$ cat config.mk
export PLATFORM = sky130hd
export DESIGN_NAME = arb_mux
export DESIGN_NICKNAME = d
export VERILOG_FILES = /design/src/rtl/arb_mux.sv
export SDC_FILE = /design/constraint.sdc
export NUM_CORES = 1
export LEC_CHECK = 0
export BUFFER_PORTS_ARGS = -buffer_cell sky130_fd_sc_hd__buf_4
export CORE_MARGIN = 2
export CORE_UTILIZATION = 45
export CTS_CLUSTER_DIAMETER = 50
export DETAILED_ROUTE_END_ITERATION = 8
export GPL_ROUTABILITY_DRIVEN = 1
export PLACE_DENSITY = 0.85
export SYNTH_ARGS = -nofsm -noshare
export SYNTH_HDL_FRONTEND = slang
export SYNTH_SLANG_ARGS = --single-unit
$ cat constraint.sdc
create_clock -name clk -period 4.3 [get_ports clk]
set_input_delay 0.645 -clock clk [delete_from_list [all_inputs] [get_ports clk]]
set_output_delay 0.645 -clock clk [all_outputs]
set_load 0.03 [all_outputs]
$ cat src/rtl/arb_mux.sv
// Round-robin arbitrated N-channel valid/ready multiplexer with a single registered output slot.
// Define ARB_MUX_LOCK_EN to hold the grant on a channel until its in_last beat (packet lock).
module arb_mux #(
  parameter int unsigned WIDTH    = 8,
  parameter int unsigned CHANNELS = 4,
  parameter int unsigned SEL_W    = 2
) (
  input  logic                      clk,
  input  logic                      reset,
  input  logic [CHANNELS*WIDTH-1:0] in_data,
  input  logic [CHANNELS-1:0]       in_valid,
  input  logic [CHANNELS-1:0]       in_last,
  output logic [CHANNELS-1:0]       in_ready,
  output logic [WIDTH-1:0]          out_data,
  output logic [SEL_W-1:0]          out_sel,
  output logic                      out_valid,
  input  logic                      out_ready
);

  localparam logic [SEL_W:0]   NumCh  = (SEL_W + 1)'(CHANNELS);
  localparam logic [SEL_W-1:0] LastCh = SEL_W'(CHANNELS - 1);

  logic [WIDTH-1:0] ch_data [CHANNELS];

  for (genvar k = 0; k < CHANNELS; k++) begin : g_split
    assign ch_data[k] = in_data[k*WIDTH +: WIDTH];
  end

  logic [SEL_W-1:0] ptr_q, ptr_d;
  logic [WIDTH-1:0] out_data_q, out_data_d;
  logic [SEL_W-1:0] out_sel_q, out_sel_d;
  logic             out_valid_q, out_valid_d;

  logic             accept;
  logic             gnt_found;
  logic [SEL_W-1:0] gnt_idx;
  logic [SEL_W:0]   cand;
  logic             xfer;

`ifdef ARB_MUX_LOCK_EN
  logic lock_q, lock_d;
`else
  logic unused_last;
  assign unused_last = ^in_last;
`endif

  assign accept = ~out_valid_q | out_ready;

  // Modular search from ptr; wrap is explicit so CHANNELS need not be a power of two.
  always_comb begin
    gnt_found = 1'b0;
    gnt_idx   = '0;
    cand      = '0;
    for (int unsigned i = 0; i < CHANNELS; i++) begin
      cand = {1'b0, ptr_q} + (SEL_W + 1)'(i);
      if (cand >= NumCh) cand = cand - NumCh;
      if (!gnt_found && in_valid[cand[SEL_W-1:0]]) begin
        gnt_found = 1'b1;
        gnt_idx   = cand[SEL_W-1:0];
      end
    end
`ifdef ARB_MUX_LOCK_EN
    // The locked channel is always the one that supplied the current output beat.
    if (lock_q) begin
      gnt_found = in_valid[out_sel_q];
      gnt_idx   = out_sel_q;
    end
`endif
  end

  assign xfer = accept & gnt_found;

  always_comb begin
    in_ready = '0;
    if (xfer) in_ready[gnt_idx] = 1'b1;
  end

  always_comb begin
    out_data_d  = out_data_q;
    out_sel_d   = out_sel_q;
    out_valid_d = accept ? xfer : out_valid_q;
    ptr_d       = ptr_q;
`ifdef ARB_MUX_LOCK_EN
    lock_d      = lock_q;
`endif
    if (xfer) begin
      out_data_d = ch_data[gnt_idx];
      out_sel_d  = gnt_idx;
`ifdef ARB_MUX_LOCK_EN
      lock_d     = ~in_last[gnt_idx];
      if (in_last[gnt_idx]) ptr_d = (gnt_idx == LastCh) ? '0 : gnt_idx + SEL_W'(1);
`else
      ptr_d      = (gnt_idx == LastCh) ? '0 : gnt_idx + SEL_W'(1);
`endif
    end
  end

  always_ff @(posedge clk or posedge reset) begin
    if (reset) begin
      ptr_q       <= '0;
      out_data_q  <= '0;
      out_sel_q   <= '0;
      out_valid_q <= 1'b0;
`ifdef ARB_MUX_LOCK_EN
      lock_q      <= 1'b0;
`endif
    end else begin
      ptr_q       <= ptr_d;
      out_data_q  <= out_data_d;
      out_sel_q   <= out_sel_d;
      out_valid_q <= out_valid_d;
`ifdef ARB_MUX_LOCK_EN
      lock_q      <= lock_d;
`endif
    end
  end

  assign out_data  = out_data_q;
  assign out_sel   = out_sel_q;
  assign out_valid = out_valid_q;

endmodule

Word-level counts from Yosys, hierarchy flattened
Cells that the tools add are included.
{ "word_totals": {"in_bits": 43, "regBits": 13, "word_cells": 62, "out_inout_bits": 15} }
{ "classes": {"n_mux": 27, "n_eq_ne": 1, "order_cmp": 11, "n_bitwise": 4, "add_sub_neg": 8, "n_reduce_logical": 7} }
{ "op_table": {"columns": ["operator", "count"], "rows": [
  ["2-to-1 mux 2 bit", 9],
  ["binary-select mux 8 bit (select 2 bit)", 1],
  ["2-to-1 mux 8 bit", 2],
  ["< comparator 2 x 3 -> 1 bit, second input constant", 5],
  ["greater-or-equal comparator 3 bit, second input constant", 4],
  ["2-to-1 mux 1 bit", 9],
  ["binary-select mux 1 bit (select 2 bit)", 4],
  ["subtractor 2 x 1 -> 2 bit, second input constant", 4],
  ["adder 2 x 2 -> 3 bit, second input constant", 2],
  ["logical AND 1 bit", 4],
  ["2-to-1 mux 4 bit", 1],
  ["adder 2 x 1 -> 3 bit, second input constant", 1],
  ["greater-or-equal comparator 2 x 3 -> 1 bit, second input constant", 1],
  ["logical NOT 1 bit", 3],
  ["inverter 2 -> 3 bit", 1],
  ["adder 2 x 1 -> 2 bit, second input constant", 1],
  ["demux 1 bit (select 2 bit)", 1],
  ["== test 2 bit, second input constant", 1],
  ["greater-or-equal comparator 2 x 1 -> 1 bit, second input constant", 1],
  ["bitwise AND 1 bit", 1],
  ["inverter 1 bit", 1],
  ["bitwise OR 1 bit", 1]
]} }

Depth between registers and ports, before layout
{ "logic_depth": {"depth_word": 19, "depth_mapped": 7, "ltp_nobuf": 6} }

Worst setup path before layout
No wires, ideal clock.
{ "synth_timing": {"path_kind": "input to output", "startpoint": "input in_valid[1]", "endpoint": "output in_ready[0]", "path_buffers": 1, "stages": 4, "required_time_ns": 3.655, "arrival_ns": 1.963, "path_slack_ns": 1.692, "path_cell_list": "nor3b_2 nor2_4 buf_6 nor3_1"} }
{ "synth_via": {"elab_chain_cells": 17, "elab_cells_between_ends": 29, "cone_classes": "order compare: 2; mux: 19; bitwise: 1; reduce/logical: 7"} }
{ "synth_rtl": {"columns": ["item", "line", "source"], "rows": [
  ["from (decl)", "11", "input logic [CHANNELS-1:0] in_valid,"],
  ["binary-select mux 1 bit (select 2 bit)", "57", "if (!gnt_found && in_valid[cand[SEL_W-1:0]]) begin"],
  ["2-to-1 mux 1 bit (implied by the code)", "57", null],
  ["2-to-1 mux 1 bit", "57", null],
  ["logical NOT 1 bit", "57", null],
  ["logical AND 1 bit", "57", null],
  ["2-to-1 mux 1 bit", "57", null],
  ["logical NOT 1 bit", "57", null],
  ["logical AND 1 bit", "57", null],
  ["2-to-1 mux 1 bit", "57", null],
  ["logical NOT 1 bit", "57", null],
  ["logical AND 1 bit", "57", null],
  ["2-to-1 mux 2 bit", "57", null],
  ["< comparator 2 x 3 -> 1 bit (implied by the code) or greater-or-equal comparator 2 x 1 -> 1 bit (tied branches)", "75", "if (xfer) in_ready[gnt_idx] = 1'b1;"],
  ["logical AND 1 bit (implied by the code)", "75", null],
  ["2-to-1 mux 1 bit (implied by the code)", "75", null],
  ["demux 1 bit (select 2 bit)", "75", null],
  ["2-to-1 mux 4 bit (*)", "75", null],
  ["to (decl)", "13", "output logic [CHANNELS-1:0] in_ready,"]
]} }
Mark *: on every way between the ends. The rest lies on a longest branch, timed or not. The select of a mux whose other input is x is not followed.

Worst setup path in the final report
{ "layout_timing": {"startpoint": "input in_valid[0]", "endpoint": "output in_ready[2]"} }
Same word-level chain as after synthesis.

==> results.cfg <==
[status]
status = finished, final reports clean

[sta]
fin_crit_ns = 2.87
max_freq_ghz = 0.348
skew_ns = 0.00150
worst_pin_slew_ns = 0.651
timing.hold.ws_ns = 0.382
totalNegativeSetupSlack_ns = 0
rsz0062_at_grt = false
drv_slew = 0
min_period_over_period_pct = 66.8
relSlewSlack_pct = 56.6
finalHoldViolCount = 0
setup_violations = 0

[drt]
final_antenna_net_count = 0
drt_pass1_iterations = 6
wl_per_cell_um = 14.3
vias = 1020
wl_um = 2580
drt_iter0_drc = 32
viasPerCell = 5.67
drc_errors = 0

[grt]
grt_max_degree = 22
track_usage_pct = 22.8
antenna_found_initial = 0
grt_pass1_wl_um = 4280
first_global_vias = 974
grt_overflow = 0

[clocking]
clockRootBuffer = clkbuf_4
cts_resized = 0
cts_made_buffers = 3
clock_path_buffers = 2
clock_latency_ns = 0.28
postCtsHoldBufs = 0
htreeDepth = 1
post_cts_buffers = 0
path_clk_slew_ns = 0.08
clock_sink_count = 13
cts_tree = built

[critical_path]
crit_path_max_fanout = 12
critical_path_class = input port to output pin
endpoint_kind = output pin
critical_path_required_ns = 3.65
rrSetupSlack_ns = 2.31
cp-start-kind = input port
arrival_ns = 2.23

[yosys]
syn_area_sq_um = 905
synthArstFlopShare_pct = 100
ys_seq_elements = 13
syn_inst = 101
synth-seq-area-share_pct = 36.0
synth_area_leaders = dfrtp_1, mux2i_1, a211o_1, nand2_1, o211ai_1
yosys.area.top_type = dfrtp_1
syn_nets = 145
synth_edf_count = 0
synth_top_cell_area_share_pct = 36.0
synth_most_common_cell = nand2_1
synth_flop_cell = dfrtp_1
postSynthAreaPerCell_sq_um = 8.96
yosysWarningCount = 0
synth_cell_types = 27
synthTopCellsByCount = nand2_1, dfrtp_1, mux2i_1, o21ai_0

[flow_run]
max-cap-violations = 0

[layout]
synthToLayoutAreaGrowth_pct = 47.3
diodes = 0
nets = 198
layout-drive-gt1-share_pct = 40.5

[floorplanning]
coreArea_sq_um = 1920
rows = 16
die_area_sq_um = 2380
initial_core_util_pct = 47.1
ios = 58
die_w_um = 48.8
fp.dieH_um = 48.8

[power_and_ir_drop]
peakVddDrop_uv = 336
powerDensity_nw_per_um2 = 460
p_leak_nw = 0.661

[placed_design]
gp_congestion = 0.850
hpwl_um = 1980
io_buffers = 53

[worst_hold_path]
min_path_type = input port to async pin
==> kinds of logic (layout without fill, tap and decap cells) <==
group                      after synthesis  in the layout  synth area share (%)
muxes                                    9              9                  9.96
buffers and inverters                    9             61                  4.98
DFF                                     13             13                  36.0
adders and majority gates                1              1                  1.38
and+or+nand+nor                         35             35                  19.5
AOI/OAI and AO/OA                       34             34                  28.2
==> cells in the final DEF (no fill, tap or decap), types with 2 or more instances in the layout <==
cell,netlist,routed
nand2_1,18,18
a21oi_1,3,3
clkbuf_4,0,3
a211o_1,8,8
nor2_1,2,2
mux2i_1,9,9
dfrtp_1,13,13
o211ai_1,8,8
o21ai_0,9,9
nand3_1,8,8
inv_1,4,4
buf_4,0,53
==> worst max-delay path, stage by stage <==
cell	delay, ns
buf_4	0.13
a21oi_1	0.14
o21ai_0	0.10
o2bb2a_1	0.52
nand2_1	0.34
nor2_1	0.17
buf_4	0.18
==> state kept, by name, summed over array words and instances (netlist names) <==
name,cells
out_data,8
out_valid,1
out_sel,2
ptr_q,2
==> per-layer routing <==
layer | vias up | GRT usage (%) | share of wire [%]
li1 | 477 | - | -
met1 | 481 | 25.2 | 38
met2 | 54 | 42.2 | 53
met3 | 8 | 7.36 | 7.8
met4 | 0 | 5.24 | 1.1
met5 | - | 0 | 0
==> layout make-up <==
| class | instances | area [sq um] |
|---|---|---|
| fill | 171 | 589 |
| clock buffer | 4 | 26.3 |
| multi-input combinational | 79 | 534 |
| inverter | 4 | 15.0 |
| tap | 27 | 33.8 |
| sequential | 13 | 325 |
| timing repair buffer | 53 | 398 |
==> power breakdown <==
group	internal, W	total, W	switching (W)
clock	0.0000361	0.0000785	0.0000424
combinational	0.000139	0.000342	0.000204
sequential	0.000161	0.000192	0.0000307
==> per-stage QoR <==
| stage | instances | area [sq um] | total power (W) | utilization [%] | worst slack (ns) |
|---|---|---|---|---|---|
| after floorplan | 101 | 905 | 0.000419 | - | 1.69 |
| after global placement | 176 | 1310 | 0.000526 | 68.0 | 1.50 |
| after detailed placement | 176 | 1310 | 0.000538 | 68.0 | 1.44 |
| after CTS | 180 | 1330 | 0.000616 | 69.3 | 1.44 |
| after global routing | 180 | 1330 | 0.000649 | 69.3 | 1.27 |
| final | 180 | 1330 | 0.000613 | 69.3 | 1.43 |
==> final timing paths <==
path,from,cells after the start,to
max,in_valid[0],7,in_ready[2]
min,reset,2,out_data[3]
max reg2reg,ptr_q[1],5,out_data[2]
min reg2reg,out_data[5],2,out_data[5]
max in group asynchronous,reset,2,out_data[6]
min in group clk,out_data[5],2,out_data[5]
Power figures use the tool's default switching activity.
